$ cat src/rtl/noc_credit_injector_if.sv
// Flit link bundle for the credit injector: upstream valid/ready side plus
// router-facing valid/yummy side.
interface noc_credit_injector_if #(
  parameter int DATA_WIDTH = 64
);
  // upstream agent -> injector
  logic [DATA_WIDTH-1:0] data_in;
  logic                  valid_in;
  logic                  ready_out;
  // injector -> router (dataIn_P / validIn_P), router -> injector (yummyOut_P)
  logic [DATA_WIDTH-1:0] data_out;
  logic                  valid_out;
  logic                  yummy_in;

  // Injector side
  modport slave (
    input  data_in,
    input  valid_in,
    output ready_out,
    output data_out,
    output valid_out,
    input  yummy_in
  );

  // Environment side (upstream agent plus router)
  modport master (
    output data_in,
    output valid_in,
    input  ready_out,
    input  data_out,
    input  valid_out,
    output yummy_in
  );
endinterface

$ cat src/rtl/noc_credit_injector.sv
// Processor-side injection stage: buffers flits from an upstream agent and
// forwards them to a router port under valid/yummy credit flow control.
module noc_credit_injector #(
  parameter int DATA_WIDTH = 64,
  parameter int CREDITS    = 4,
  parameter int FIFO_DEPTH = 4,
  parameter int CNT_W      = 3
) (
  input  logic                 clk,
  input  logic                 reset_in,
  noc_credit_injector_if.slave link,
  output logic [CNT_W-1:0]     credits_avail,
  output logic                 credit_err
);

  localparam int ADDR_W = (FIFO_DEPTH > 1) ? $clog2(FIFO_DEPTH) : 1;
  localparam logic [CNT_W-1:0]  CREDITS_MAX = CNT_W'(CREDITS);
  localparam logic [ADDR_W:0]   PTR_ONE     = (ADDR_W + 1)'(1);

  logic [DATA_WIDTH-1:0] mem [FIFO_DEPTH];
  logic [ADDR_W:0]       wrPtr;
  logic [ADDR_W:0]       rdPtr;
  logic [CNT_W-1:0]      creditCnt;
  logic                  creditErr;
  logic [DATA_WIDTH-1:0] dataOut;
  logic                  validOut;

  logic full;
  logic empty;
  logic ready;
  logic push;
  logic send;

  // Occupancy flags, handshake and send decision, all from registered state
  always_comb begin
    full  = (wrPtr[ADDR_W-1:0] == rdPtr[ADDR_W-1:0]) && (wrPtr[ADDR_W] != rdPtr[ADDR_W]);
    empty = (wrPtr == rdPtr);
    ready = ~full;
    push  = link.valid_in & ready;
    send  = ~empty & (creditCnt != '0);
  end

  // FIFO storage write; contents need no reset since pointers gate visibility
  always_ff @(posedge clk) begin
    if (push) begin
      mem[wrPtr[ADDR_W-1:0]] <= link.data_in;
    end
  end

  // FIFO pointers; push and pop in the same cycle both advance
  always_ff @(posedge clk or posedge reset_in) begin
    if (reset_in) begin
      wrPtr <= '0;
      rdPtr <= '0;
    end else begin
      if (push) wrPtr <= wrPtr + PTR_ONE;
      if (send) rdPtr <= rdPtr + PTR_ONE;
    end
  end

  // Output register: one-cycle valid pulse per popped flit, data holds otherwise
  always_ff @(posedge clk or posedge reset_in) begin
    if (reset_in) begin
      dataOut  <= '0;
      validOut <= 1'b0;
    end else begin
      validOut <= send;
      if (send) dataOut <= mem[rdPtr[ADDR_W-1:0]];
    end
  end

  // Credit counter with saturation and sticky overflow error
  always_ff @(posedge clk or posedge reset_in) begin
    if (reset_in) begin
      creditCnt <= CREDITS_MAX;
      creditErr <= 1'b0;
    end else begin
      unique case ({send, link.yummy_in})
        2'b10: creditCnt <= creditCnt - CNT_W'(1);
        2'b01: begin
          if (creditCnt == CREDITS_MAX) creditErr <= 1'b1;
          else                          creditCnt <= creditCnt + CNT_W'(1);
        end
        default: ;
      endcase
    end
  end

  assign link.ready_out = ready;
  assign link.data_out  = dataOut;
  assign link.valid_out = validOut;
  assign credits_avail  = creditCnt;
  assign credit_err     = creditErr;

endmodule

$ cat src/flat_wrapper.sv
// flat-port wrapper written by rule: the top's interface ports become plain ports
module noc_credit_injector_flat 
#(
  parameter int DATA_WIDTH = 64,
  parameter int CREDITS    = 4,
  parameter int FIFO_DEPTH = 4,
  parameter int CNT_W      = 3
)
  (clk, reset_in, credits_avail, credit_err, link_data_in, link_valid_in, link_ready_out, link_data_out, link_valid_out, link_yummy_in);
  noc_credit_injector_if #(.DATA_WIDTH(DATA_WIDTH)) link_i ();
  input  logic clk;
  input  logic reset_in;
  output logic [CNT_W-1:0] credits_avail;
  output logic credit_err;
  input wire logic [$bits(link_i.data_in)-1:0] link_data_in;
  input wire logic [$bits(link_i.valid_in)-1:0] link_valid_in;
  output wire logic [$bits(link_i.ready_out)-1:0] link_ready_out;
  output wire logic [$bits(link_i.data_out)-1:0] link_data_out;
  output wire logic [$bits(link_i.valid_out)-1:0] link_valid_out;
  input wire logic [$bits(link_i.yummy_in)-1:0] link_yummy_in;
  assign link_i.data_in = link_data_in;
  assign link_i.valid_in = link_valid_in;
  assign link_ready_out = link_i.ready_out;
  assign link_data_out = link_i.data_out;
  assign link_valid_out = link_i.valid_out;
  assign link_i.yummy_in = link_yummy_in;
  noc_credit_injector #(.DATA_WIDTH(DATA_WIDTH), .CREDITS(CREDITS), .FIFO_DEPTH(FIFO_DEPTH), .CNT_W(CNT_W)) u_core (.clk(clk), .reset_in(reset_in), .link(link_i), .credits_avail(credits_avail), .credit_err(credit_err));
endmodule
$ cat config.mk
export PLATFORM = sky130hd
export DESIGN_NAME = noc_credit_injector_flat
export DESIGN_NICKNAME = d
export VERILOG_FILES = /design/src/rtl/noc_credit_injector_if.sv /design/src/rtl/noc_credit_injector.sv /design/src/flat_wrapper.sv
export SDC_FILE = /design/constraint.sdc
export NUM_CORES = 1
export LEC_CHECK = 0
export CAP_MARGIN = 40
export CORE_MARGIN = 3
export CORE_UTILIZATION = 50
export CTS_BUF_LIST = sky130_fd_sc_hd__clkbuf_4 sky130_fd_sc_hd__clkbuf_8
export CTS_CLUSTER_SIZE = 30
export DETAILED_ROUTE_END_ITERATION = 12
export PLACE_DENSITY = 0.75
export SLEW_MARGIN = 20
export SYNTH_ARGS = -nofsm -noshare
export SYNTH_HDL_FRONTEND = slang
export SYNTH_SLANG_ARGS = --single-unit
$ cat constraint.sdc
create_clock -name clk -period 3.7 [get_ports clk]
set_input_delay 0.74 -clock clk [delete_from_list [all_inputs] [get_ports clk]]
set_output_delay 0.74 -clock clk [all_outputs]
set_load 0.01 [all_outputs]
* Word level (Yosys, flattened, before mapping)
Memories as Yosys holds them, arrays and structs flattened. A register that Yosys moved wholly into a read port is not among the register bits. Index checks and enable logic that the tools add are counted.
Word-level totals: register bits 11, logic and storage cells 30, memory bits (writable) 256, output and inout bits 70, bits of input ports 68, memories kept 1
Operators by class: muxes and demuxes 4, eq/ne operators 7, reduce and logical (&&, ||, !) cells 5, add/subtract/negate cells 4, bitwise logic cells 4
Memory list:
- u_core.mem | depth 4, bits a word 64, read ports 1, clocked after memory_dff 1, write ports 1, line noc_credit_injector.sv:20 | logic [DATA_WIDTH-1:0] mem [FIFO_DEPTH];
Operators with widths (number):
- $add A3 B1 Y3 const B | 3
- $pmux W3 S2 | 1
- $reduce_and A2 Y1 | 2
- $eq A3 B3 Y1 | 1
- $eq A3 B3 Y1 const B | 1
- $mux W3 | 1
- $reduce_bool A3 Y1 | 1
- $sub A3 B1 Y3 const B | 1
- $and A1 B1 Y1 | 2
- $eq A2 B1 Y1 const B | 1
- $eq A2 B2 Y1 | 1
- $eq A2 B2 Y1 const B | 1
- $mux W1 | 2
- $ne A2 B2 Y1 const B | 1
- $not A1 Y1 | 2
- $reduce_bool A2 Y1 | 1
- $logic_and A1 B1 Y1 | 1
- $ne A1 B1 Y1 | 1

* Depth between registers and ports, before layout
Gate-level depths: netlist (run 1).
word-level depth 6, depth in mapped cells 10, mapped depth without buffers 9

* Least setup slack after synthesis (run 1)
Ideal clock, no wire load.
path kind register to register, start register u_core.rdPtr[0], end memory u_core.mem[3][0], enable pin, required time 3.270 ns, period minus slack after synthesis 3.028 ns, stages on the path, launching flop included 6, library setup time 0.430 ns, buffers on the path 2, setup slack 0.672 ns, arrival time 2.597 ns, cells stage by stage dfrtp_1 -> buf_6 -> buf_6 -> xor2_1 -> o31a_1 -> and2_1
On the way: cells in the longest elaborated chain, start to end 6
RTL lines:
- from (decl) | line noc_credit_injector.sv:22 | logic [ADDR_W:0] rdPtr;
- from (signal assigned) | line noc_credit_injector.sv:57 | if (send) rdPtr <= rdPtr + PTR_ONE;
- $eq A2 B2 Y1 | line noc_credit_injector.sv:36 | full = (wrPtr[ADDR_W-1:0] == rdPtr[ADDR_W-1:0]) && (wrPtr[ADDR_W] != rdPtr[ADDR_W]);
- $logic_and A1 B1 Y1 | line noc_credit_injector.sv:36
- $not A1 Y1 | line noc_credit_injector.sv:38 | ready = ~full;
- $and A1 B1 Y1 | line noc_credit_injector.sv:39 | push = link.valid_in & ready;
- $mux W1 | line noc_credit_injector.sv:45 | if (push) begin
- $mux W1 (implied by the code) | line noc_credit_injector.sv:46 | mem[wrPtr[ADDR_W-1:0]] <= link.data_in;
- to (decl) | line noc_credit_injector.sv:20
Every way passes these cells.

* Worst setup path after layout (run 1)
start register u_core.rdPtr[1], end output port link_ready_out
On the way: cells in the longest elaborated chain, start to end 3
RTL lines:
- $eq A2 B2 Y1 | line noc_credit_injector.sv:36
- $logic_and A1 B1 Y1 | line noc_credit_injector.sv:36
- $not A1 Y1 | line noc_credit_injector.sv:38
- to (decl) | line flat_wrapper.sv:17 | output wire logic [$bits(link_i.ready_out)-1:0] link_ready_out;
Every way passes these cells.

==> summary.md, run 1 <==
| Metric | Value |
|---|---|
| Outcome | `finished, final reports clean` |
| Detail Placement HPWL | `14100 um` |
| Crit end category | `output pin` |
| P per Cell Area | `~900 nW/um^2` |
| Root Driver | `clkbuf_8` |
| Rows | `57` |
| Ys flop type | `edfxtp_1` |
| Post-placement setup slack | `between 800 and 900 ps` |
| Violation count after the first detailed-route iteration | `between 400 and 500` |
| TritonCTS clock tree | `built` |
| Fin. Hold Viols | `0` |
| Synth Area in Simple Gates | `less than 1%` |
| H-tree Lvls | `2` |
| Unique cell type count in the Yosys netlist | `36` |
| Worst skew pair latency | `approximately 560 ps` |
| Deepest clock path buffer count | `3` |
| Mapped cell area | `about 12000 um^2` |
| RSZ-0062 raised after global routing | `false` |
| WP data required | `~3000 ps` |
| Rel. slew slack | `53.28%` |
| Post-Synth Adder-Cell Area | `less than 1%` |
| Clk_skew | `between 20 and 30 ps` |
| Share of synthesized registers carrying an async set or reset | `between 20% and 30%` |
| Drt first pass iters | `4` |
| Gpl congestion | `~0.74` |
| Startpoint Class | `flop` |
| Largest family of logic cells by synthesized area | `multiplexers` |
| Final ANT Viol Nets | `0` |
| Synthesized area per cell | `roughly 23 um^2` |
| Fmax | `366.4 MHz` |
| CTS sink cnt | `331` |
| Final setup fails | `0` |
| Hold Crit Class | `input pin to async pin` |
| Mapped Cells | `539` |
| Kind of critical path | `flop to output pin` |
| Largest cells by area after synthesis | `edfxtp_1, dfrtp_1, mux4_2` |
| Syn. warnings | `0` |
| Reg area | `between 9000 and 10000 um^2` |
| Via count | `roughly 5800` |
| Detailed Route WL | `22610 um` |
| Leakage | `between 5 and 6 nW` |
| Fillcell total | `approximately 1600` |
| # Post-CTS Setup Buffers | `0` |
| TNS Setup | `0 ps` |
| Largest net degree at the start of global routing | `65` |
| Total gr overflow | `0` |
| PostCTS Resize Cnt | `0` |
| Post-layout nets | `793` |
| Max Slew Vio Count | `0` |
| Worst-Margin Slew | `~700 ps` |
| Period utilization | `73.77%` |
| Seq/Total Area, Yosys | `between 70% and 80%` |
| Layout cells sized above 1 | `32.59%` |
| Worst EP arrival | `1990 ps` |
| Area delta synth->final | `23.48%` |
| Cts bufs inserted | `50` |
| Area of the multi-input gates | `2660 um^2` |
| Die Span X | `163.5 um` |
| Tot GR Track Use | `17.29%` |
| Starting Density | `between 50% and 60%` |
| CTS Hold Bufs | `0` |
| Vias per cell | `roughly 5.3` |
| First-pass GRT wire length | `35210 um` |
| Syn nets | `roughly 610` |
| Synthesized flop and latch total | `about 330` |
| Antenna diodes | `0` |
| Die height | `roughly 160 um` |
| Reg clk slew, reported paths | `70 ps` |
| Post-synth EDFFs | `roughly 260` |
| XOR/XNOR share of the synthesized area | `1.029%` |
| Initial antenna violation count | `1` |
| Critical-path maximum fanout | `12` |
| Io pins | `approximately 140` |
| Die footprint | `approximately 27000 um^2` |
| Core Footprint | `between 20000 and 25000 um^2` |
| Post-synthesis compound-gate area fraction | `less than 1%` |
| Multiplexer share of the synthesized area | `around 18%` |
| Remaining DRCs | `0` |
| Max Cap Viol | `0` |
| Final WS setup | `about 970 ps` |
| Post-synth top area share | `approximately three fifths` |
| Maximum VDD drop | `0.5576 mV` |
| WL/cell | `between 20 and 25 um` |
| Top cell type by total area after synthesis | `edfxtp_1` |
| Port bufs | `about 140` |
| Vias in the first global route | `approximately 6300` |
| Final min period | `approximately 2700 ps` |
==> logic make-up (layout without fill, tap and decap cells) <==
| family | after synthesis | in the layout |
|---|---|---|
| and+or+nand+nor | 19 | 19 |
| buffers and inverters | 30 | 252 |
| muxes | 129 | 129 |
| adders and majority gates | 6 | 6 |
| xor gates and xnor gates | 12 | 12 |
| DFF | 331 | 331 |
| AOI/OAI and AO/OA | 12 | 12 |
==> through the flow <==
stage / instance area (um^2) / instances / hold slack [ps] / util, % / power, mW
2_1_floorplan: 12400 / 539 / 513.4 / - / 9.015
4_1_cts: 15300 / 1084 / 367.6 / 62.90 / 13.90
3_3_place_gp: 14170 / 989 / 462.2 / 58.25 / 10.48
6_report: 15320 / 1085 / 399.0 / 62.98 / 13.73
5_1_grt: 15320 / 1085 / 397.5 / 62.98 / 14.46
3_5_place_dp: 14190 / 990 / 489.0 / 58.33 / 10.70
==> synthesized netlist by cell type (2+ instances only) <==
cell,instances
inv_1,6
mux4_2,64
o21ai_0,2
and2_1,7
mux2_4,18
mux2_2,47
dfrtp_1,74
xor2_1,8
buf_1,3
ha_1,5
buf_2,7
nand3_1,2
nor2_1,4
clkbuf_1,4
xnor2_2,3
buf_6,9
edfxtp_1,256
nand2_1,2
==> registers in the layout, summed over array words and instances (netlist names) <==
name,flops
u_core.mem,256
u_core.link.data_out,64
u_core.credits_avail,3
u_core.rdPtr,3
u_core.wrPtr,3
u_core.credit_err,1
u_core.link.valid_out,1
==> path summary, 6_finish.rpt <==
kind	start	to	slack, ps	depth (start not counted)
worst min-delay path	reset_in	u_core.credits_avail[0]	400	2
min in group clk	u_core.link.data_out[58]	u_core.link.data_out[58]	510	1
worst max-delay path	u_core.rdPtr[1]	link_ready_out	970	3
max in group asynchronous	reset_in	u_core.link.data_out[26]	2520	4
worst max register to register	u_core.rdPtr[1]	u_core.link.data_out[49]	1120	6
worst min register to register	u_core.link.data_out[58]	u_core.link.data_out[58]	510	1
==> critical path, cell delays in order, from the launching register on <==
cell and delay [ps]:
dfrtp_4 570, xnor2_2 190, nand3_1 120, clkdlybuf4s50_1 540
==> cell type report <==
| type | count | share of cell area (%) |
|---|---|---|
| clock buffers | 70 | 5.922 |
| inverters | 7 | 0.1879 |
| multi-input cells | 178 | 17.37 |
| clock inverters | 24 | 1.331 |
| flip-flops and latches | 331 | 62.50 |
| well taps | 324 | 2.647 |
| repair buffers | 151 | 10.05 |
==> cells in the final DEF, fill, tap and decap left out, drive strengths merged, types with 6 or more instances in the layout <==
cell type / synthesis / routed
buf: 19 / 14
mux4: 64 / 64
clkdlybuf4s50: 0 / 137
mux2: 65 / 65
clkinv: 0 / 18
xor2: 8 / 8
clkbuf: 4 / 70
edfxtp: 256 / 256
and2: 7 / 7
dfrtp: 74 / 74
inv: 7 / 6
==> power by group <==
| group | internal (mW) | switching [mW] |
|---|---|---|
| clock | 1.81 | 1.36 |
| combinational | 2.73 | 2.14 |
| sequential | 5.22 | 0.464 |
==> layer usage <==
metal  routed length, um  track usage [%]
met5                  10                0
met3                1408            4.641
met1                9452            23.19
met4                 389            4.921
met2               11350            28.31
(Power assumes the default switching activity.)
==> run 2: changes to the inputs <==
--- a/config.mk
+++ b/config.mk
@@ -11,7 +11,7 @@
 export CTS_BUF_LIST = sky130_fd_sc_hd__clkbuf_4 sky130_fd_sc_hd__clkbuf_8
 export CTS_CLUSTER_SIZE = 30
 export DETAILED_ROUTE_END_ITERATION = 12
-export PLACE_DENSITY = 0.75
+export PLACE_DENSITY = 0.78
 export SLEW_MARGIN = 20
 export SYNTH_ARGS = -nofsm -noshare
 export SYNTH_HDL_FRONTEND = slang
==> constraint.sdc (replaced) <==
create_clock -name clk -period 2.45 [get_ports clk]
set_input_delay 0.49 -clock clk [delete_from_list [all_inputs] [get_ports clk]]
set_output_delay 0.49 -clock clk [all_outputs]
set_load 0.01 [all_outputs]
==> run 2 against run 1 <==
Net effect:
- setup slack got worse by 810 ps
- critical path depth rose by 6
- clock skew fell by 7.1 ps
- global-route usage increased by 0.34 points
- wire length rose by 0.81%
- worst hold slack worse by 130 ps
- critical path type is now flop to flop
- die area is the same
- sequential cell count unchanged
- largest cell class unchanged
- combinational power increased by 56%
==> summary.md, run 2 (synthesis results as in run 1) <==
| Metric | Value |
|---|---|
| Worst Path Buf+Inv | `0 (-1)` |
| Post-layout nets | `797 (+0.50%)` |
| Final min period | `approximately 2300 ps` |
| RSZ-0062 raised after global routing | `false` |
| First-pass GRT wire length | `36080 um (+2.5%)` |
| Hold Slack | `268.7 ps (-130.2 ps)` |
| Detail Placement HPWL | `13520 um (-4.1%)` |
| WP data required | `2930 ps (-30 ps)` |
| Rel. slew slack | `75.43% (+22 points)` |
| Outcome | `finished, final reports clean` |
| Reg2reg setup slack | `160 ps (-960 ps)` |
| Reg clk slew, reported paths | `70 ps (about the same)` |
| Hold Crit Class | `input pin to async pin` |
| CP endpoint | `u_core.credits_avail[2]` |
| Largest stage delay, worst path | `500 ps (-70 ps)` |
| Most common cell after layout, fill and taps aside | `edfxtp_1` |
| Vias per cell | `5.377 (+0.94%)` |
| Layout cells sized above 1 | `33.03% (+0.44 points)` |
| Final setup fails | `0 (unchanged)` |
| Root Driver | `clkbuf_8` |
| Period utilization | `a little over 90%` |
| Area of the multi-input gates | `2660 um^2 (unchanged)` |
| Worst r2r dst | `u_core.credits_avail[2]` |
| Final ANT Viol Nets | `0 (unchanged)` |
| Critical path's slowest cell | `dfrtp_4` |
| Starting Density | `51.01% (unchanged)` |
| P per Cell Area | `1346 nW/um^2 (+50%)` |
| Vias in the first global route | `6415 (+1.4%)` |
| Violation count after the first detailed-route iteration | `346 (-23%)` |
| Routed wl met3 | `1528 um (+8.5%)` |
| Worst R2R Start | `u_core.rdPtr[1]` |
| Worst skew pair latency | `540 ps (-20 ps)` |
| Critical-path maximum fanout | `8 (-4)` |
| Kind of critical path | `flop to flop` |
| Remaining DRCs | `0 (unchanged)` |
| Reg area | `9574 um^2 (about the same)` |
| Crit end category | `flop` |
| Largest register FFs | `256 (unchanged)` |
| Max Slew Vio Count | `0 (unchanged)` |
| CTS sink cnt | `331 (unchanged)` |
| Clk_skew | `19.00 ps (-7.144 ps)` |
| Fillcell total | `1605 (-1.8%)` |
| TNS Setup | `0 ps (unchanged)` |
| # Post-CTS Setup Buffers | `0 (unchanged)` |
| Fin. Hold Viols | `0 (unchanged)` |
| Deepest clock path buffer count | `3 (unchanged)` |
| Detailed Route WL | `22800 um (+0.81%)` |
| Core Footprint | `24320 um^2 (unchanged)` |
| Max Cap Viol | `0 (unchanged)` |
| Instance count on the critical path | `9 (+6)` |
| Largest net degree at the start of global routing | `53 (-18%)` |
| Metal2 WL | `11160 um (-1.7%)` |
| TritonCTS clock tree | `built` |
| Leakage | `5.424 nW (+0.63%)` |
| Via count | `5845 (+1.1%)` |
| Beginning of the critical path | `u_core.rdPtr[1]` |
| Top sig layer | `met5` |
| Maximum VDD drop | `0.7340 mV (+32%)` |
| Startpoint Class | `flop` |
| Worst R2R Path Depth | `9 (+3)` |
| H-tree Lvls | `2 (unchanged)` |
| Io pins | `138 (unchanged)` |
| Drt first pass iters | `4 (unchanged)` |
| Met1 wire length | `9684 um (+2.5%)` |
| Gpl congestion | `0.7601 (+2.2%)` |
| Tot GR Track Use | `17.63% (+0.34 points)` |
| Worst-path cell chain | `xnor2_2, nand3_2, o21ai_2, nand2_1, fa_1, and2_1, nand4_1, a21boi_0, a221o_1` |
| Die height | `163.5 um (unchanged)` |
| Port bufs | `137 (unchanged)` |
| Worst EP arrival | `2770 ps (+780 ps)` |
| Antenna diodes | `0 (unchanged)` |
| WL/cell | `20.97 um (+0.63%)` |
| Die Span X | `163.5 um (unchanged)` |
| Total gr overflow | `0 (unchanged)` |
| Die footprint | `26740 um^2 (unchanged)` |
| Initial antenna violation count | `1 (unchanged)` |
| Cts bufs inserted | `51 (+2.0%)` |
| Area delta synth->final | `23.99%` |
| Delay-heaviest family, CP | `simple AND/OR/NAND/NOR gates` |
| Worst-Margin Slew | `368.6 ps (-332.2 ps)` |
| Most frequent cells in the layout | `edfxtp_1, clkdlybuf4s50_1, dfrtp_1, mux4_2, clkbuf_8` |
| Rows | `57 (unchanged)` |
| Fmax | `roughly 440 MHz` |
-- run 2: worst min path at each step --
stage                            startpoint                        to  slack (ps)
final                              reset_in  u_core.link.data_out[14]         270
after global routing               reset_in  u_core.link.data_out[51]         260
after CTS                          reset_in  u_core.link.data_out[51]         260
after detailed placement  u_core.credit_err         u_core.credit_err         480
after global placement    u_core.credit_err         u_core.credit_err         490
after floorplan           u_core.credit_err         u_core.credit_err         510
-- run 2: layout make-up --
class,instances,share of cell area [%]
clock inverter,14,0.4474
clock buffer,79,6.378
timing repair buffer,154,10.79
tap,324,2.636
sequential,331,62.25
inverter,7,0.2034
multi-input combinational,178,17.30
-- run 2: report_power, final --
part	leakage, nW	switching [mW]	internal [mW]	total, mW
sequential	3.22	0.669	7.88	8.55
combinational	1.64	3.33	4.30	7.63
clock	0.568	1.97	2.55	4.52
-- run 2: layer usage --
metal  vias to the layer above  track usage [%]
met1                      3044            24.49
met2                       201            28.33
met3                        38            4.641
li1                       2560                -
met5                         -                0
met4                         2            4.421
-- run 2: per-stage QoR --
step | worst slack, ps | instance area [um^2] | power [mW] | cells | utilization [%]
2_1_floorplan | 51.68 | 12410 | 13.58 | 539 | -
3_3_place_gp | 282.8 | 14300 | 16.09 | 993 | 58.80
3_5_place_dp | 176.7 | 14330 | 16.46 | 994 | 58.91
4_1_cts | 15.48 | 15380 | 21.04 | 1087 | 63.22
5_1_grt | 13.89 | 15380 | 21.86 | 1087 | 63.24
6_report | 159.0 | 15380 | 20.70 | 1087 | 63.24
-- run 2: what timing repair did --
| item | 4_1_cts | 5_1_grt |
|---|---|---|
| gates resized for setup | 0 | 2 |
| setup endpoints to repair | 0 | 2 |
| hold buffers | 0 | 0 |
==> run 3: changes to the inputs <==
--- a/config.mk
+++ b/config.mk
@@ -6,12 +6,13 @@
 export NUM_CORES = 1
 export LEC_CHECK = 0
 export CAP_MARGIN = 40
+export CORE_ASPECT_RATIO = 1.4
 export CORE_MARGIN = 3
-export CORE_UTILIZATION = 50
+export CORE_UTILIZATION = 58
 export CTS_BUF_LIST = sky130_fd_sc_hd__clkbuf_4 sky130_fd_sc_hd__clkbuf_8
 export CTS_CLUSTER_SIZE = 30
 export DETAILED_ROUTE_END_ITERATION = 12
-export PLACE_DENSITY = 0.78
+export PLACE_DENSITY = 0.85
 export SLEW_MARGIN = 20
 export SYNTH_ARGS = -nofsm -noshare
 export SYNTH_HDL_FRONTEND = slang
==> constraint.sdc (replaced) <==
create_clock -name clk -period 2.3 [get_ports clk]
set_input_delay 0.46 -clock clk [delete_from_list [all_inputs] [get_ports clk]]
set_output_delay 0.46 -clock clk [all_outputs]
set_load 0.01 [all_outputs]
==> run 3 against run 2 <==
Net effect:
- sequential power up 7.5%
- sequential share of layout area is 0.44 points higher
- clock skew decreased by 3.7 ps
- sequential cell count stayed put
- worst hold slack gained 130 ps
- critical endpoint is now credits_avail[2]
- core utilization is 10 points higher
- final area down 0.71%
- via count grew 1.1%
- wire length rose by 5.1%
- setup slack got worse by 42 ps
- critical path depth shrank 8
==> summary.md, run 3 (synthesis results as in run 1) <==
| Metric | Value |
|---|---|
| Hold Crit Class | `input pin to async pin` |
| Post-layout nets | `797 (unchanged)` |
| Die height | `179.0 um (+9.5%)` |
| Tot GR Track Use | `21.37% (+3.7 points)` |
| Largest register FFs | `256 (unchanged)` |
| Maximum VDD drop | `0.8494 mV (+16%)` |
| Detailed Route WL | `23970 um (+5.1%)` |
| CTS Hold Bufs | `0 (unchanged)` |
| Final Non-Filler Cells | `1019 (-6.3%)` |
| Worst EP arrival | `1720 ps (-1050 ps)` |
| CTS sink cnt | `331 (unchanged)` |
| Die footprint | `23200 um^2 (-13%)` |
| Outcome | `finished, final reports clean` |
| Clk_skew | `15.33 ps (-3.670 ps)` |
| # Post-CTS Setup Buffers | `0 (unchanged)` |
| Worst-path cell chain | `clkdlybuf4s50_1` |
| Final setup fails | `0 (unchanged)` |
| GRT met3 Usage | `3.815% (-0.83 points)` |
| Rel. slew slack | `55.95% (-19 points)` |
| Hold Slack | `397.7 ps (+129.0 ps)` |
| Detail Placement HPWL | `15230 um (+13%)` |
| Core Footprint | `20790 um^2 (-15%)` |
| Fin. Hold Viols | `0 (unchanged)` |
| Worst skew pair latency | `560 ps (+20 ps)` |
| Die Span X | `129.6 um (-21%)` |
| Most common cell after layout, fill and taps aside | `edfxtp_1` |
| Worst-Margin Slew | `660.7 ps (+292.1 ps)` |
| Drt first pass iters | `5 (+1)` |
| Initial antenna violation count | `2 (+1)` |
| P per Cell Area | `1440 nW/um^2 (+7.0%)` |
| Via count | `5909 (+1.1%)` |
| Gpl congestion | `0.7812 (+2.8%)` |
| Period utilization | `a little over nine tenths` |
| Largest stage delay, worst path | `600 ps (+100 ps)` |
| Starting Density | `59.67% (+8.7 points)` |
| Most frequent cells in the layout | `edfxtp_1, clkdlybuf4s50_1, dfrtp_1, mux4_2, clkbuf_8` |
| Delay-heaviest family, CP | `flip-flops` |
| RSZ-0062 raised after global routing | `false` |
| Crit end category | `output pin` |
| Remaining DRCs | `0 (unchanged)` |
| Area delta synth->final | `23.11%` |
| Kind of critical path | `flop to output pin` |
| Largest net degree at the start of global routing | `76 (+43%)` |
| WP data required | `1840 ps (-1090 ps)` |
| Fmax | `between 400 and 500 MHz` |
| Critical path's slowest cell | `dfstp_2` |
| Total gr overflow | `0 (unchanged)` |
| Worst Path Buf+Inv | `1 (+1)` |
| Fillcell total | `1137 (-29%)` |
| Cts bufs inserted | `46 (-9.8%)` |
| Rows | `62 (+8.8%)` |
| Final Util | `73.45% (+10 points)` |
| Violation count after the first detailed-route iteration | `590 (+71%)` |
| Final min period | `between 2000 and 2500 ps` |
| TritonCTS clock tree | `built` |
| Startpoint Class | `flop` |
| Met2 Usage GRT | `36.57% (+8.2 points)` |
| Vias in the first global route | `6534 (+1.9%)` |
| Critical-path maximum fanout | `6 (-2)` |
| WL/cell | `23.52 um (+12%)` |
| Final ANT Viol Nets | `0 (unchanged)` |
| Root Driver | `clkbuf_8` |
| Layout cells sized above 1 | `32.33% (-0.70 points)` |
| Reg clk slew, reported paths | `70 ps (about the same)` |
| Vias per cell | `5.799 (+7.8%)` |
| Deepest clock path buffer count | `3 (unchanged)` |
| First-pass GRT wire length | `37140 um (+2.9%)` |
| Max Slew Vio Count | `0 (unchanged)` |
| H-tree Lvls | `2 (unchanged)` |
| Met1 Use GR | `27.18% (+2.7 points)` |
| Io pins | `138 (unchanged)` |
| Leakage | `5.392 nW (-0.60%)` |
| PostCTS Resize Cnt | `3 (+3)` |
| Reg2reg setup slack | `160 ps (about the same)` |
| Max Cap Viol | `0 (unchanged)` |
| GR peak layer | `met2` |
| Port bufs | `137 (unchanged)` |
| Inst Count DP | `931 (-6.3%)` |
-- run 3: cell count changes in the layout (fill, tap and decap cells not counted), moves of 2 or more --
cell      change
clkinv_2      -2
diode_2       +2
buf_12        +5
inv_4         -2
clkbuf_8      -9
clkbuf_4      +2
clkinv_1      +4
-- run 3: path summary, 6_finish.rpt --
path	start	to	depth (start not counted)
max	u_core.credits_avail[2]	credits_avail[2]	1
min	reset_in	u_core.link.data_out[23]	3
max reg2reg	u_core.credits_avail[0]	u_core.credits_avail[2]	8
min reg2reg	u_core.credit_err	u_core.credit_err	1
max in group asynchronous	reset_in	u_core.rdPtr[0]	3
min in group clk	u_core.credit_err	u_core.credit_err	1
-- run 3: cell type report --
type / count / area, um^2 / share of cell area [%]
flip-flops and latches: 331 / 9574 / 62.70
multi-input cells: 178 / 2671 / 17.49
repair buffers: 159 / 1735 / 11.36
clock buffers: 72 / 872.1 / 5.711
well taps: 256 / 320.3 / 2.097
clock inverters: 14 / 61.31 / 0.4015
inverters: 7 / 31.28 / 0.2048
diodes: 2 / 5.005 / 0.03277
-- run 3: through the flow --
stage	TNS [ps]	instance area (um^2)	power, mW	setup slack (ps)
CTS	0	15270	22.23	99.03
detailed placement	0	14320	17.70	176.6
floorplan	-1016	12410	14.47	-15.87
global route	0	15270	23.06	45.10
global placement	0	14300	17.21	223.1
finish	0	15270	21.99	117.2
-- run 3: layer usage --
layer / part of all wire, % / up-vias
li1: - / 2566
met1: 37 / 3100
met2: 55 / 200
met3: 4.6 / 43
met4: 3.1 / 0
met5: 0 / -
-- run 3: power breakdown --
group	switching, mW	total (mW)	internal (mW)
Clock	2.04	4.46	2.41
Combinational	3.64	8.34	4.70
Sequential	0.793	9.19	8.40
Total	6.47	22.0	15.5
-- run 3: worst min-delay path, delay by kind of cell --
| kind | cells | cell delay [ps] |
|---|---|---|
| buffers and inverters | 3 | 920 |
